--- src/rtl/alu_pkg.sv ---
// Shared definitions for the multi-cycle ALU: opcode encoding, FSM states
// and bit positions inside the 4-bit {N,V,Z,C} flags word.
package alu_pkg;

    typedef enum logic [3:0] {
        OP_NOP   = 4'd0,
        OP_ADD   = 4'd1,
        OP_SUB   = 4'd2,
        OP_RSUB  = 4'd3,
        OP_AND   = 4'd4,
        OP_OR    = 4'd5,
        OP_XOR   = 4'd6,
        OP_PASSA = 4'd7,
        OP_PASSB = 4'd8,
        OP_SHL   = 4'd9,
        OP_SHR   = 4'd10,
        OP_ASR   = 4'd11,
        OP_MUL   = 4'd12
    } opcode_t;

    typedef enum logic [1:0] {
        ST_IDLE = 2'd0,
        ST_BUSY = 2'd1,
        ST_DONE = 2'd2
    } state_t;

    // Flag word layout is {N,V,Z,C}; N is always the MSB of the full result
    // (for MUL that is the top bit of the 2*WIDTH-bit product).
    localparam int FLAG_C = 0;
    localparam int FLAG_Z = 1;
    localparam int FLAG_V = 2;
    localparam int FLAG_N = 3;

endpackage

--- src/rtl/alu_mul_seq.sv ---
// Unsigned shift-add multiplier: one partial product per clock, WIDTH steps
// after a start pulse. done is high whenever no iteration is pending.
module alu_mul_seq #(
    parameter int WIDTH = 8
) (
    input  logic                 clk,
    input  logic                 reset_n,
    input  logic                 start,
    input  logic [WIDTH-1:0]     a,
    input  logic [WIDTH-1:0]     b,
    output logic                 done,
    output logic [2*WIDTH-1:0]   product
);

    localparam int CW = $clog2(WIDTH + 1);

    logic [2*WIDTH-1:0] acc;
    logic [2*WIDTH-1:0] mcand;
    logic [WIDTH-1:0]   mplier;
    logic [CW-1:0]      count;

    // Load operands on start, then add the shifted multiplicand for each set multiplier bit.
    always_ff @(posedge clk or negedge reset_n) begin
        // NOTE: sequential state uses non-blocking assignments so every register samples pre-edge values.
        if (!reset_n) begin
            acc    <= '0;
            mcand  <= '0;
            mplier <= '0;
            count  <= '0;
        end else if (start) begin
            acc    <= '0;
            mcand  <= {{WIDTH{1'b0}}, a};
            mplier <= b;
            count  <= CW'(WIDTH);
        end else if (count != '0) begin
            if (mplier[0]) begin
                acc <= acc + mcand;
            end
            mcand  <= mcand << 1;
            mplier <= mplier >> 1;
            count  <= count - CW'(1);
        end
    end

    assign done    = (count == '0);
    assign product = acc;

endmodule

--- src/rtl/alu_mc.sv ---
// Multi-cycle ALU with valid/ready handshakes. Single-cycle ops complete on
// the edge after accept; MUL runs through alu_mul_seq and takes WIDTH+1 cycles.
module alu_mc
    import alu_pkg::*;
#(
    parameter int WIDTH  = 8,
    parameter int MUL_EN = 1
) (
    input  logic             clk,
    input  logic             reset_n,
    input  logic             in_valid,
    output logic             in_ready,
    input  logic [3:0]       opcode,
    input  logic [WIDTH-1:0] in1,
    input  logic [WIDTH-1:0] in2,
    output logic             out_valid,
    input  logic             out_ready,
    output logic [WIDTH:0]   out,
    output logic [WIDTH-1:0] out_hi,
    output logic [3:0]       flags
);

    localparam int CW = $clog2(WIDTH + 1);

    state_t             state;
    logic [CW-1:0]      cnt;
    logic               accept;
    logic               is_mul;
    logic               mul_done;
    logic [2*WIDTH-1:0] mul_prod;

    logic [WIDTH-1:0]   amt;
    logic [WIDTH:0]     sum;
    logic [WIDTH:0]     diff_ab;
    logic [WIDTH:0]     diff_ba;
    logic [WIDTH:0]     res;
    logic [WIDTH:0]     wide;
    logic               v_bit;
    logic               known;
    logic [3:0]         alu_flags;

    // In-ready is held low while reset is asserted so nothing is accepted until release.
    assign in_ready = reset_n & ((state == ST_IDLE) | ((state == ST_DONE) & out_ready));
    assign accept   = in_valid & in_ready;
    assign is_mul   = (MUL_EN != 0) && (opcode == OP_MUL);

    assign amt     = in2 % WIDTH'(WIDTH);
    assign sum     = {1'b0, in1} + {1'b0, in2};
    assign diff_ab = {1'b0, in1} - {1'b0, in2};
    assign diff_ba = {1'b0, in2} - {1'b0, in1};

    // Single-cycle datapath: result bit WIDTH carries carry, borrow or last shifted-out bit.
    always_comb begin
        // NOTE: every variable gets a default first so no path through the case infers a latch.
        res       = '0;
        wide      = '0;
        v_bit     = 1'b0;
        known     = 1'b1;
        alu_flags = '0;
        case (opcode_t'(opcode))
            OP_ADD: begin
                res   = sum;
                v_bit = (in1[WIDTH-1] == in2[WIDTH-1]) && (sum[WIDTH-1] != in1[WIDTH-1]);
            end
            OP_SUB: begin
                res   = diff_ab;
                v_bit = (in1[WIDTH-1] != in2[WIDTH-1]) && (diff_ab[WIDTH-1] != in1[WIDTH-1]);
            end
            OP_RSUB: begin
                res   = diff_ba;
                v_bit = (in2[WIDTH-1] != in1[WIDTH-1]) && (diff_ba[WIDTH-1] != in2[WIDTH-1]);
            end
            OP_AND:   res = {1'b0, in1 & in2};
            OP_OR:    res = {1'b0, in1 | in2};
            OP_XOR:   res = {1'b0, in1 ^ in2};
            OP_PASSA: res = {1'b0, in1};
            OP_PASSB: res = {1'b0, in2};
            OP_SHL:   res = {1'b0, in1} << amt;
            OP_SHR: begin
                wide = {in1, 1'b0} >> amt;
                res  = {wide[0], wide[WIDTH:1]};
            end
            OP_ASR: begin
                wide = $signed({in1, 1'b0}) >>> amt;
                res  = {wide[0], wide[WIDTH:1]};
            end
            default: known = 1'b0;
        endcase
        if (known) begin
            alu_flags[FLAG_N] = res[WIDTH-1];
            alu_flags[FLAG_V] = v_bit;
            alu_flags[FLAG_Z] = (res[WIDTH-1:0] == '0);
            alu_flags[FLAG_C] = res[WIDTH];
        end
    end

    alu_mul_seq #(.WIDTH(WIDTH)) u_mul (
        .clk     (clk),
        .reset_n (reset_n),
        .start   (accept & is_mul),
        .a       (in1),
        .b       (in2),
        .done    (mul_done),
        .product (mul_prod)
    );

    // Control FSM with registered result, flags and out_valid.
    always_ff @(posedge clk or negedge reset_n) begin
        if (!reset_n) begin
            state     <= ST_IDLE;
            cnt       <= '0;
            out_valid <= 1'b0;
            out       <= '0;
            out_hi    <= '0;
            flags     <= '0;
        end else begin
            case (state)
                ST_IDLE, ST_DONE: begin
                    if (accept) begin
                        if (is_mul) begin
                            state     <= ST_BUSY;
                            cnt       <= CW'(WIDTH);
                            out_valid <= 1'b0;
                        end else begin
                            state     <= ST_DONE;
                            out_valid <= 1'b1;
                            out       <= res;
                            out_hi    <= '0;
                            flags     <= alu_flags;
                        end
                    end else if ((state == ST_DONE) && out_ready) begin
                        state     <= ST_IDLE;
                        out_valid <= 1'b0;
                    end
                end
                ST_BUSY: begin
                    if (cnt != '0) begin
                        cnt <= cnt - CW'(1);
                    end else if (mul_done) begin
                        state         <= ST_DONE;
                        out_valid     <= 1'b1;
                        out           <= {1'b0, mul_prod[WIDTH-1:0]};
                        out_hi        <= mul_prod[2*WIDTH-1:WIDTH];
                        flags         <= '0;
                        flags[FLAG_N] <= mul_prod[2*WIDTH-1];
                        flags[FLAG_Z] <= (mul_prod == '0);
                    end
                end
                default: state <= ST_IDLE;
            endcase
        end
    end

endmodule
--- config.mk ---
export PLATFORM = sky130hd
export DESIGN_NAME = alu_mc
export DESIGN_NICKNAME = d
export VERILOG_FILES = /design/src/rtl/alu_pkg.sv /design/src/rtl/alu_mul_seq.sv /design/src/rtl/alu_mc.sv
export SDC_FILE = /design/constraint.sdc
export NUM_CORES = 1
export LEC_CHECK = 0
export CAP_MARGIN = 20
export CORE_UTILIZATION = 62
export DETAILED_ROUTE_END_ITERATION = 16
export PLACE_DENSITY_LB_ADDON = 0.12
export SLEW_MARGIN = 10
export SYNTH_ARGS = -nofsm -noshare
export SYNTH_HDL_FRONTEND = slang
export SYNTH_SLANG_ARGS = --single-unit
--- constraint.sdc ---
create_clock -name clk -period 6.3 [get_ports clk]
set_input_delay 1.26 -clock clk [delete_from_list [all_inputs] [get_ports clk]]
set_output_delay 1.26 -clock clk [all_outputs]
set_load 0.1 [all_outputs]
Word level (Yosys, flattened, before mapping) --
Index checks and enable logic that the tools add are counted.
Cells by class: add/subtract/negate cells 6, equality and inequality tests 27, shift operators 3, mux-type cells 44, bitwise operators 8, reduce and logical (&&, ||, !) cells 20
Operator list (count):
- $pmux W9 S11 | 1
- $mux W16 | 5
- $mux W8 | 6
- $mux W4 | 10
- $mux W9 | 4
- $eq A4 B4 Y1 const B | 5
- $pmux W9 S2 | 1
- $sub A8 B8 Y9 | 2
- $add A16 B16 Y16 | 1
- $eq A4 B3 Y1 const B | 4
- $logic_not A16 Y1 | 1
- $pmux W4 S2 | 2
- $pmux W8 S2 | 1
- $ne A2 B2 Y1 const B | 6
- $reduce_or A11 Y1 | 1
- $mux W2 | 5
- $add A8 B8 Y9 | 1
- $shl A8 B3 Y9 | 1
- $shr A9 B3 Y9 | 1
- $sshr A9 B3 Y9 | 1
- $and A8 B8 Y8 | 1
- $eq A4 B2 Y1 const B | 2
- $logic_not A8 Y1 | 1
- $or A8 B8 Y8 | 1
- other kinds (24) | 44
Storage, ports and cells: register bits after elaboration 72, input bits 24, output and inout port bits 23, word-level logic and storage cells 118

Logic depth before layout (Yosys ltp) --
Gate-level depths: netlist (run 1).
word-level depth 8, gate-level depth with buffers 12

Modules after synthesis --
Synthesis (run 1) repeated with hierarchy kept, for this count alone.
Second synthesis, totals: cell total of the unflattened synthesis 743, area total of the unflattened synthesis 6432.4 µm²
Modules (own cells, without submodules):
- alu_mc | instances 1, cells an instance 462, area each 3792.4 µm²
- alu_mul_seq | instances 1, cells an instance 281, area each 2640.0 µm²

Worst setup path after synthesis (run 1) --
No wires, ideal clock.
path type input to register, start input in2[2], end register out[7], data arrival time 3640 ps, required time 6205 ps, path slack 2565 ps, stages 11, path through clkbuf_1 > inv_1 > clkbuf_1 > ha_1 > buf_2 > nand4_1 > and3_1 > or4_1 > a32oi_1 > a21oi_1 > o31ai_1
On the way: word-level cells in the longest chain between the ends 5, elaborated cells on any way between the ends 10, classes of those cells add/sub (3); shift (3); mux (4)
Ends and longest elaborated chain:
- from (decl) | line alu_mc.sv:15 | input logic [WIDTH-1:0] in2,
- $sub A8 B8 Y9 (tied with other cells) | line alu_mc.sv:50 | assign diff_ba = {1'b0, in2} - {1'b0, in1};
- $pmux W9 S11 * | line alu_mc.sv:60 | case (opcode_t'(opcode))
- $mux W9 * | line alu_mc.sv:120 | if (is_mul) begin
- $mux W9 * | line alu_mc.sv:119 | if (accept) begin
- $pmux W9 S2 * | line alu_mc.sv:117 | case (state)
- to (signal assigned) | line alu_mc.sv:127 | out <= res;
- to (signal assigned) | line alu_mc.sv:142 | out <= {1'b0, mul_prod[WIDTH-1:0]};
- to (decl) | line alu_mc.sv:18 | output logic [WIDTH:0] out,
Every way passes the cells marked *; elsewhere a longest branch is shown, timed or not. The select of a mux whose other input is x is not followed. A chain may end at the register's enable or synchronous reset.

Final worst setup path (run 1) --
start input out_ready, end output in_ready
On the way: word-level cells in the longest chain between the ends 3
Ends and longest elaborated chain:
- from (decl) | line alu_mc.sv:17 | input logic out_ready,
- $and A1 B1 Y1 | line alu_mc.sv:43 | assign in_ready = reset_n & ((state == ST_IDLE) | ((state == ST_DONE) & out_ready));
- $or A1 B1 Y1 | line alu_mc.sv:43
- $and A1 B1 Y1 | line alu_mc.sv:43
- to (decl) | line alu_mc.sv:12 | output logic in_ready,
No other way between the ends.

==> impl_results.md, run 1 <==
- DR WL/cell: around 21 um
- Crit-path max cell delay: between 1 and 1.5 ns
- CTS Buf Count: 9
- Ant diodes: 0
- Main synth FF type: dfrtp_1
- CP max FO: 3
- RSZ-0062 raised after global routing: no
- Leak: just over 0.003 uW
- Port bufs: 46
- R2r startpoint: u_mul.count[0]
- Overflow after GRT: 0
- Core Util, Final: between 70% and 80%
- Synth Cell Area: roughly 6400 sq um
- Vias/cell: 6.73
- Max H-tree Level: 3
- Hpwl dp: 14.5 mm
- Ys async rst share: 100%
- Die Ht: 104 um
- DR pass1 iterations: 5
- Maxcap violations: 0
- Post-route minimum period: 4.42 ns
- Final Setup Violations: 0
- Yosys warns: 0
- CP delay by family, top: buffers and inverters
- Total Routed Length: around 20 mm
- Hold endpoint: out_hi[1]
- Total GRT Usage: between 30% and 40%
- Hold Path Class: reg -> reg
- Residual DRC: 0
- Site Rows: 36
- Post-CTS sizing: 0
- Initial antenna violation count: 0
- Post-CTS setup buffers: 0
- Slew Limit Fails: 0
- CP most frequent cell: clkdlybuf4s50_1
- Clock skew: around 0.007 ns
- Outcome: complete, no violations
- Total power: ~2000 uW
- R2R setup slack: roughly 3.5 ns
- Fin Setup TNS: 0 ns
- Library cells used by synthesis: a little over 80
- Period Utilization, post-route: 70.2%
- # hold bufs at CTS: 0
- Io pins: 47
- Hold path cells: 2
- Internal Power: around 1100 uW
- Min-delay src: out_hi[1]
- Buffer depth of the longest clock path: 2
- Metal-1 WL: ~8.4 mm
- Post-synthesis sequential area ratio: around 28%
- Metal3 WL: around 2.0 mm
- Final ANT Viol Nets: 0
- Psw: 923 uW
- Worst EP required: slightly above 5 ns
- Crit path cell chain: clkdlybuf4s50_1 -> nand2b_1 -> and3b_1 -> clkdlybuf4s50_1
- Placer Congestion: 1.01
- Number of clock sinks: approximately 70
- Slew @ Worst Pin: about 1.0 ns
- Max frequency: 226 MHz
- Register share of total power: around a third
- Die X: between 100 and 150 um
- Top sig layer: met4
- Pwr/cell area: approximately 280 nW/um^2
- Logic pwr share: around half
- Worst setup EP type: output port
- Post-synth EDFFs: 0
- First-pass GRT wire length: about 32 mm
- CP max stage cell: clkdlybuf4s50_1
- #FFs+latches synth: between 70 and 80
- Largest net degree at the start of global routing: 74
- Die ar.: 10800 sq um
- Sw frac: between 40% and 50%
- Crit Path Category: in -> out
- Critical path depth: 4
- Clock transition at the registers of the reported paths: about 0.080 ns
- Worst skew pair latency: ~0.36 ns
- Initial Util: 65.0%
- Layout area overhead: 10.3%
- Clock power frac: 16.8%
- CTS tree: built
- Layout cells sized above 1: around 6.8%
- Core Region: approximately 10000 sq um
- Worst setup SP type: input pin
- Root buffer cell: clkbuf_8
- Synthesized net count: 874
- Met2 WL: approximately 8.8 mm
- Worst vdd ir: 307 uV
- R2R cell count: 10
- Slew HR: 30.3%
- Mapped Cells: slightly below 800
- Final #Nets: just under 900
- Drt first-iter violations: 660
- Reg-to-Reg End: flags[1]
- Vias in the first global route: ~6100
- Hold Vio Cnt, Final: 0
- Via count: 6344
- Arr. time, crit path: approximately 3.2 ns
- Post-synthesis average cell area: around 8 sq um
- Worst path bufs/invs: 2
## metrics by stage
step | cells | area [sq um] | setup WS (ns) | hold slack (ns)
floorplan | 790 | 6440 | 2.56 | 0.469
global placement | 925 | 6900 | 1.65 | 0.451
detailed placement | 925 | 6900 | 1.62 | 0.459
CTS | 941 | 7090 | 1.87 | 0.477
global route | 942 | 7100 | 1.75 | 0.501
finish | 942 | 7100 | 1.88 | 0.476
## synth_stat cells, types with 4 or more instances
| cell | instances | area, sq um |
|---|---|---|
| nand2_1 | 118 | 443 |
| dfrtp_1 | 72 | 1800 |
| a21oi_1 | 59 | 295 |
| ha_1 | 56 | 701 |
| nor2_1 | 54 | 203 |
| inv_1 | 40 | 150 |
| clkbuf_1 | 36 | 135 |
| o21ai_0 | 35 | 175 |
| nand3_1 | 25 | 125 |
| a31oi_1 | 22 | 138 |
| a211oi_1 | 14 | 105 |
| nor2b_1 | 14 | 87.6 |
| nor3_1 | 14 | 70.1 |
| buf_2 | 12 | 60.1 |
| o211ai_1 | 11 | 82.6 |
| mux4_2 | 10 | 225 |
| or3_1 | 10 | 62.6 |
| xnor2_1 | 10 | 87.6 |
| a21o_1 | 9 | 67.6 |
| nand2b_1 | 9 | 56.3 |
| o31ai_1 | 8 | 60.1 |
| xor2_1 | 8 | 70.1 |
| and3_1 | 7 | 43.8 |
| nand3b_1 | 7 | 52.6 |
| o21a_1 | 7 | 52.6 |
| and2_1 | 6 | 37.5 |
| mux2i_1 | 6 | 60.1 |
| nor3b_1 | 5 | 37.5 |
| o221ai_1 | 5 | 43.8 |
| o32ai_1 | 5 | 43.8 |
| buf_1 | 4 | 15.0 |
| fa_1 | 4 | 80.1 |
| o2111ai_1 | 4 | 35.0 |
| o211a_1 | 4 | 40.0 |
## worst min-delay path, delay by kind of cell (launching register included)
kind,cells,cell delay (ns)
simple gates,2,0.10
flops,1,0.35
## cell usage in the layout (no fill, tap or decap), types with 9 or more instances in the layout
master           count
nand2_1            118
dfrtp_1             72
a21oi_1             59
ha_1                56
nor2_1              54
clkdlybuf4s50_1     45
inv_1               40
o21ai_0             35
nand3_1             25
a31oi_1             22
a211oi_1            14
nor3_1              14
nor2b_1             14
buf_4               12
o211ai_1            11
clkbuf_8            11
xnor2_1             10
or3_1               10
mux4_2              10
a21o_1               9
nand2b_1             9
## power by group through the flow
stage,combinational (uW),clock (uW),sequential (uW)
2_1_floorplan,600,0,799
3_3_place_gp,902,0,702
3_5_place_dp,951,0,713
4_1_cts,959,339,704
5_1_grt,1060,361,722
6_report,974,340,710
## logic make-up (layout without fill, tap and decap cells)
kind of cell	after synthesis	in the layout	synth area share, %
flip-flops	72	72	28.0
AND/OR/NAND/NOR	291	291	21.6
multiplexers	19	19	4.95
AO/OA/AOI/OAI	232	232	24.5
adder cells (fa/ha/maj)	60	60	12.1
XOR/XNOR	18	18	2.45
buffers and inverters	98	117	6.39
## routing by layer
layer | GRT usage, % | vias up
met5 | 0 | -
met3 | 10.1 | 52
met1 | 52.4 | 3072
met4 | 11.9 | 0
li1 | - | 2877
met2 | 54.8 | 343
## state kept, by name (all words and copies together) (netlist names)
signal         flops
state              2
u_mul.count        4
out                9
out_valid          1
u_mul.product     16
out_hi             8
cnt                4
u_mul.mplier       8
u_mul.mcand       16
flags              4
## final cells by class
type,count,area [sq um]
Clock buffer,12,155
Inverter,42,158
Timing Repair Buffer,59,561
Tap cell,133,166
Multi-Input combinational cell,620,4230
Clock inverter,4,28.8
Sequential cell,72,1800
Fill cell,767,2810
## worst max path at each step
stage,slack (ns),startpoint,endpoint
after global placement,1.65,in2[2],flags[1]
after global routing,1.75,in2[2],out[7]
final,1.88,out_ready,in_ready
after CTS,1.87,out_ready,in_ready
after detailed placement,1.62,in2[2],flags[1]
after floorplan,2.56,in2[2],out[7]
Note: power is estimated with default switching activity, not from simulation.
==> inputs of run 2 (changes only) <==
- CORE_UTILIZATION: 62 -> 60
- clock period: 6.3 -> 4.26 ns (I/O delays scaled with it)
==> run 2 against run 1 <==
  * Clock-buffer cell count decreased by 1
  * Register-to-register slack got worse by 1.8 ns
  * Critical path depth is 6 higher
  * Via count grew 0.84%
  * Utilization decreased by 2.1 points
  * Global-route usage decreased by 0.13 points
  * Sequential cell count unchanged
  * Routed wire length is 0.34% lower
  * Non-clock buffer count rose by 19
  * Clock skew hardly changed
  * Final cell count rose by 2.2%
==> impl_results.md, run 2 (synthesis results as in run 1) <==
- Slew Limit Fails: 0 (unchanged)
- Slew @ Worst Pin: 1.07 ns (was 1.04 ns)
- Site Rows: 37 (was 36)
- Die Ht: 106 um (was 104 um)
- Worst vdd ir: 506 uV (was 307 uV)
- Slack of the critical path: 0.731 ns (was 1.88 ns)
- Period Utilization, post-route: slightly above 80%
- Layout cells sized above 1: 8.83% (was 6.80%)
- # hold bufs at CTS: 0 (unchanged)
- Port bufs: 46 (unchanged)
- Root buffer cell: clkbuf_8 (unchanged)
- Clock skew: 0.00656 ns (was 0.00700 ns)
- Max frequency: 283 MHz
- Pwr/cell area: 407 nW/um^2 (was 285 nW/um^2)
- Final ANT Viol Nets: 0 (unchanged)
- Worst EP required: 4.48 ns (was 5.04 ns)
- Leak: 0.00319 uW (was 0.00311 uW)
- Core Region: 10400 sq um (was 9910 sq um)
- Max H-tree Level: 3 (unchanged)
- Reg-to-Reg End: u_mul.product[15] (was flags[1])
- Crit path cell chain: clkdlybuf4s50_1 -> inv_1 -> ha_1 -> o21ai_0 -> o41ai_1 -> a22o_1 -> a2111oi_0 -> a32oi_1 -> a21oi_1 -> o31ai_1 (was clkdlybuf4s50_1 -> nand2b_1 -> and3b_1 -> clkdlybuf4s50_1)
- Area of the multi-input gates: 4230 sq um (unchanged)
- Design Area, Final: 7210 sq um (was 7100 sq um)
- R2R setup slack: 1.66 ns (was 3.47 ns)
- Largest net degree at the start of global routing: 58 (was 74)
- Layout area overhead: 12.0% (was 10.3%)
- Buffer depth of the longest clock path: 2 (unchanged)
- Crit Path Category: in -> reg (was in -> out)
- Die ar.: 11200 sq um (was 10800 sq um)
- Worst slack, placed: 0.450 ns (was 1.62 ns)
- Placement Cell Area: 7060 sq um (was 6900 sq um)
- Reg area: 1800 sq um (unchanged)
- Drt first-iter violations: 653 (was 660)
- Placer Congestion: 1.02 (was 1.01)
- Post-route minimum period: 3.53 ns
- Worst setup EP type: register (was output port)
- Crit-path max cell delay: 0.71 ns (was 1.12 ns)
- CP max stage cell: a2111oi_0 (was clkdlybuf4s50_1)
- Fin Setup TNS: 0 ns (unchanged)
- Io pins: 47 (unchanged)
- DR WL/cell: 20.4 um (was 20.9 um)
- Fillers: 872 (was 767)
- Initial antenna violation count: 0 (unchanged)
- Most frequent cells in the layout: nand2_1 (118), dfrtp_1 (72), a21oi_1 (59), ha_1 (56), nor2_1 (54) (unchanged)
- Vias in the first global route: 5960 (was 6116)
- CTS tree: built (unchanged)
- Most common cell after layout, fill and taps aside: nand2_1 (unchanged)
- Final Setup Violations: 0 (unchanged)
- Hold Path Class: in -> async (was reg -> reg)
- Clock transition at the registers of the reported paths: 0.07 ns (was 0.08 ns)
- Maxcap violations: 0 (unchanged)
- Post-CTS setup buffers: 0 (unchanged)
- Total Routed Length: 19.6 mm (was 19.7 mm)
- Die X: 106 um (was 104 um)
- Final #Nets: 907 (was 888)
- Hold Vio Cnt, Final: 0 (unchanged)
- RSZ-0062 raised after global routing: no (unchanged)
- Number of clock sinks: 72 (unchanged)
- Total power: 2940 uW (was 2020 uW)
- Arr. time, crit path: 3.75 ns (was 3.16 ns)
- R2r startpoint: u_mul.product[5] (was u_mul.count[0])
- Outcome: complete, no violations (unchanged)
- Vias/cell: 6.64 (was 6.73)
- Residual DRC: 0 (unchanged)
- CP max FO: 12 (was 3)
- Via count: 6397 (was 6344)
- Overflow after GRT: 0 (unchanged)
- First-pass GRT wire length: 31.5 mm (was 31.6 mm)
- Post-CTS sizing: 0 (unchanged)
- Hpwl dp: 14.9 mm (was 14.5 mm)
- Slew HR: 28.3% (was 30.3%)
- CTS Buf Count: 9 (unchanged)
- Ant diodes: 0 (unchanged)
- DR pass1 iterations: 6 (was 5)
- Worst setup SP type: input pin (unchanged)
- Initial Util: 62.1% (was 65.0%)
- CP Launch Point: opcode[3] (was out_ready)
- R2R cell count: 8 (was 10)
- Total GRT Usage: 36.8% (was 37.0%)
- Worst skew pair latency: 0.35 ns (was 0.36 ns)
run 2: cell types whose count changed in the layout (fill, tap and decap cells not counted), sizes merged:
cell / change
buf: +20
clkbuf: -1
clkdlybuf4s50: -1
clkinv: +1
clkinvlp: -1
run 2: cell type report:
type	instances	share of cell area, %
clock buffer	11	1.82
timing repair buffer	78	9.65
tap	136	2.36
inverter	42	2.19
sequential	72	25.0
multi-input combinational	620	58.7
clock inverter	4	0.312
run 2: report_power, final:
group | switching, uW | total (uW) | internal, uW
Sequential | 180 | 1050 | 866
Combinational | 904 | 1440 | 533
Clock | 247 | 453 | 205
Total | 1330 | 2940 | 1600
run 2: per-stage QoR:
step | std cells | hold WS [ns] | utilization [%]
6_report | 963 | 0.355 | 69.5
5_1_grt | 963 | 0.361 | 69.5
4_1_cts | 963 | 0.354 | 69.5
3_5_place_dp | 948 | 0.460 | 68.1
3_3_place_gp | 948 | 0.453 | 68.1
2_1_floorplan | 790 | 0.469 | -
run 2: how the worst max path moves through the flow:
stage	endpoint	slack, ns	depth (start not counted)
3_5_place_dp	out[7]	0.45	10
2_1_floorplan	out[7]	0.93	11
5_1_grt	out[7]	0.54	9
3_3_place_gp	flags[1]	0.51	11
6_report	out[7]	0.73	10
4_1_cts	out[7]	0.80	10
run 2: worst max-delay path, delay by kind of cell:
family	cells	cell delay, ns
adder cells (fa/ha/maj)	1	0.38
AO/OA/AOI/OAI	7	1.92
buffers and inverters	2	0.59
run 2: layer usage:
| metal | GRT usage [%] | vias to the layer above | share of wire (%) |
|---|---|---|---|
| li1 | - | 2923 | - |
| met1 | 51.8 | 3073 | 42 |
| met2 | 54.9 | 348 | 44 |
| met3 | 10.5 | 53 | 12 |
| met4 | 11.6 | 0 | 2.7 |
| met5 | 0 | - | 0 |
==> inputs of run 3 (changes only) <==
- CORE_UTILIZATION: 60 -> 55
- clock period: 4.26 -> 3 ns (I/O delays scaled with it)
==> run 3 against run 2 <==
  * Clock-buffer cell count grew 1
  * Clock skew shrank 0.00063 ns
  * Clock power grew 140%
  * Setup slack lost 0.67 ns
  * Via count grew 7.3%
  * Sequential power grew 44%
  * Critical path depth grew 2
  * Final cell count grew 13%
  * Power grew 65%
  * Non-clock buffer count grew 114
  * Routed wire length grew 13%
  * Utilization grew 3.3 points
  * Critical endpoint is now flags[2]
==> impl_results.md, run 3 (synthesis results as in run 1) <==
- Pwr/cell area: 581 nW/um^2 (was 407 nW/um^2)
- Ant diodes: 0 (unchanged)
- Total GRT Usage: 37.3% (was 36.8%)
- Root buffer cell: clkbuf_16 (was clkbuf_8)
- Die Ht: 110 um (was 106 um)
- Via count: 6862 (was 6397)
- CTS tree: built (unchanged)
- Max frequency: about 340 MHz
- Worst vdd ir: 814 uV (was 506 uV)
- Slew HR: 39.6% (was 28.3%)
- Outcome: complete, no violations (unchanged)
- Total Routed Length: 22.2 mm (was 19.6 mm)
- Hold Path Class: reg -> reg (was in -> async)
- Crit Path Category: in -> reg (unchanged)
- DR pass1 iterations: 8 (was 6)
- Final ANT Viol Nets: 0 (unchanged)
- Most common cell after layout, fill and taps aside: buf_4 (was nand2_1)
- Die X: 110 um (was 106 um)
- Site Rows: 39 (was 37)
- Maxcap violations: 0 (unchanged)
- Layout area overhead: 29.1% (was 12.0%)
- Vias in the first global route: 6393 (was 5960)
- Initial antenna violation count: 1 (was 0)
- RSZ-0062 raised after global routing: yes (was no)
- R2R cell count: 10 (was 8)
- Fin cells: 1085 (was 963)
- Period Utilization, post-route: a little over nine tenths
- Worst skew pair latency: 0.34 ns (was 0.35 ns)
- Initial Util: 56.4% (was 62.1%)
- Most frequent cells in the layout: buf_4 (166), nand2_1 (118), dfrtp_1 (72), a21oi_1 (56), nor2_1 (54) (was nand2_1 (118), dfrtp_1 (72), a21oi_1 (59), ha_1 (56), nor2_1 (54))
- Core Region: 11400 sq um (was 10400 sq um)
- First-pass GRT wire length: 33.9 mm (was 31.5 mm)
- Arr. time, crit path: 3.17 ns (was 3.75 ns)
- Total power: 4830 uW (was 2940 uW)
- Overflow after GRT: 0 (unchanged)
- Final Setup Violations: 0 (unchanged)
- Clock transition at the registers of the reported paths: 0.06 ns (was 0.07 ns)
- Leak: 0.00388 uW (was 0.00319 uW)
- Slew Limit Fails: 0 (unchanged)
- Die ar.: 12100 sq um (was 11200 sq um)
- Hold Vio Cnt, Final: 0 (unchanged)
- Post-route minimum period: between 2 and 3 ns
- Hpwl dp: 16.7 mm (was 14.9 mm)
- Clock skew: 0.00593 ns (was 0.00656 ns)
- Final #Nets: 1021 (was 907)
- CP max FO: 5 (was 12)
- Worst slack, placed: -0.383 ns (was 0.450 ns)
- Hold Worst Slack: 0.482 ns (was 0.355 ns)
- Placer Congestion: 0.965 (was 1.02)
- Io pins: 47 (unchanged)
- Drt first-iter violations: 784 (was 653)
- Hold path cells: 2
- Fin Setup TNS: 0 ns (unchanged)
- CTS Buf Count: 9 (unchanged)
- Slew @ Worst Pin: 0.906 ns (was 1.07 ns)
- DR WL/cell: 20.4 um (about the same)
- Number of clock sinks: 72 (unchanged)
- Slack of the critical path: 0.0589 ns (was 0.731 ns)
- Port bufs: 46 (unchanged)
- Max H-tree Level: 3 (unchanged)
- Worst setup SP type: input pin (unchanged)
- Vias/cell: 6.32 (was 6.64)
- Largest net degree at the start of global routing: 73 (was 58)
- Placed Instances: 1068 (was 948)
- Residual DRC: 0 (unchanged)
- Layout cells sized above 1: 24.4% (was 8.83%)
- # hold bufs at CTS: 0 (unchanged)
- Worst EP required: 3.23 ns (was 4.48 ns)
- Buffer depth of the longest clock path: 2 (unchanged)
- Worst setup EP type: register (unchanged)
run 3: cell count changes in the layout (fill, tap and decap cells not counted), moves of 3 or more:
cell             previous run  this run
ha_1                       56        51
a21oi_1                    59        56
a21oi_2                     0         3
ha_2                        0         3
clkbuf_8                    9         1
clkdlybuf4s50_1            44        20
buf_4                      34       166
clkbuf_16                   0         9
run 3: worst paths after layout:
path | start | endpoint | slack [ns]
worst max-delay path | in1[4] | flags[2] | 0.06
worst min-delay path | out_hi[6] | out_hi[6] | 0.48
worst max register to register | u_mul.product[0] | u_mul.product[14] | 0.41
worst min register to register | out_hi[6] | out_hi[6] | 0.48
max in group asynchronous | reset_n | u_mul.product[9] | 1.87
min in group asynchronous | reset_n | out[1] | 0.53
run 3: critical path, cell delays in order:
cell             delay [ns]
clkdlybuf4s50_1        0.48
inv_1                  0.06
ha_1                   0.39
or3_1                  0.40
o221ai_1               0.24
o41ai_1                0.10
buf_4                  0.14
buf_4                  0.12
xnor2_1                0.12
mux2i_1                0.14
o32ai_1                0.11
a32o_1                 0.25
run 3: layout make-up:
class	count	area [sq um]
Inverter	42	158
Clock inverter	4	52.6
Tap cell	143	179
Timing Repair Buffer	192	1530
Clock buffer	12	246
Fill cell	880	3110
Multi-Input combinational cell	620	4340
Sequential cell	72	1800
run 3: where the power goes:
group          leakage [uW]  internal (uW)  total [uW]  switching, uW
Clock              0.000147            670        1080            408
Sequential         0.000945           1230        1510            275
Combinational       0.00278            890        2250           1360
Total               0.00388           2790        4830           2040
run 3: per-layer routing:
layer / vias to the layer above / GRT usage [%] / part of all wire (%)
met3: 52 / 6.70 / 9.2
met2: 348 / 57.2 / 44
li1: 3149 / - / -
met1: 3311 / 53.9 / 45
met5: - / 1.34 / 0.045
met4: 2 / 9.96 / 2.0
run 3: per-stage QoR:
stage | cell area, sq um | utilization (%)
floorplan | 6440 | -
detailed placement | 7880 | 69.0
finish | 8310 | 72.8
CTS | 8190 | 71.8
global route | 8310 | 72.8
global placement | 7880 | 69.0
run 3: repair_timing:
| action | CTS | global route |
|---|---|---|
| pin swaps | 2 | 8 |
| cloned | 0 | 0 |
| setup buffers | 0 | 1 |
| setup endpoints to repair | 3 | 11 |
| resized for setup | 4 | 23 |
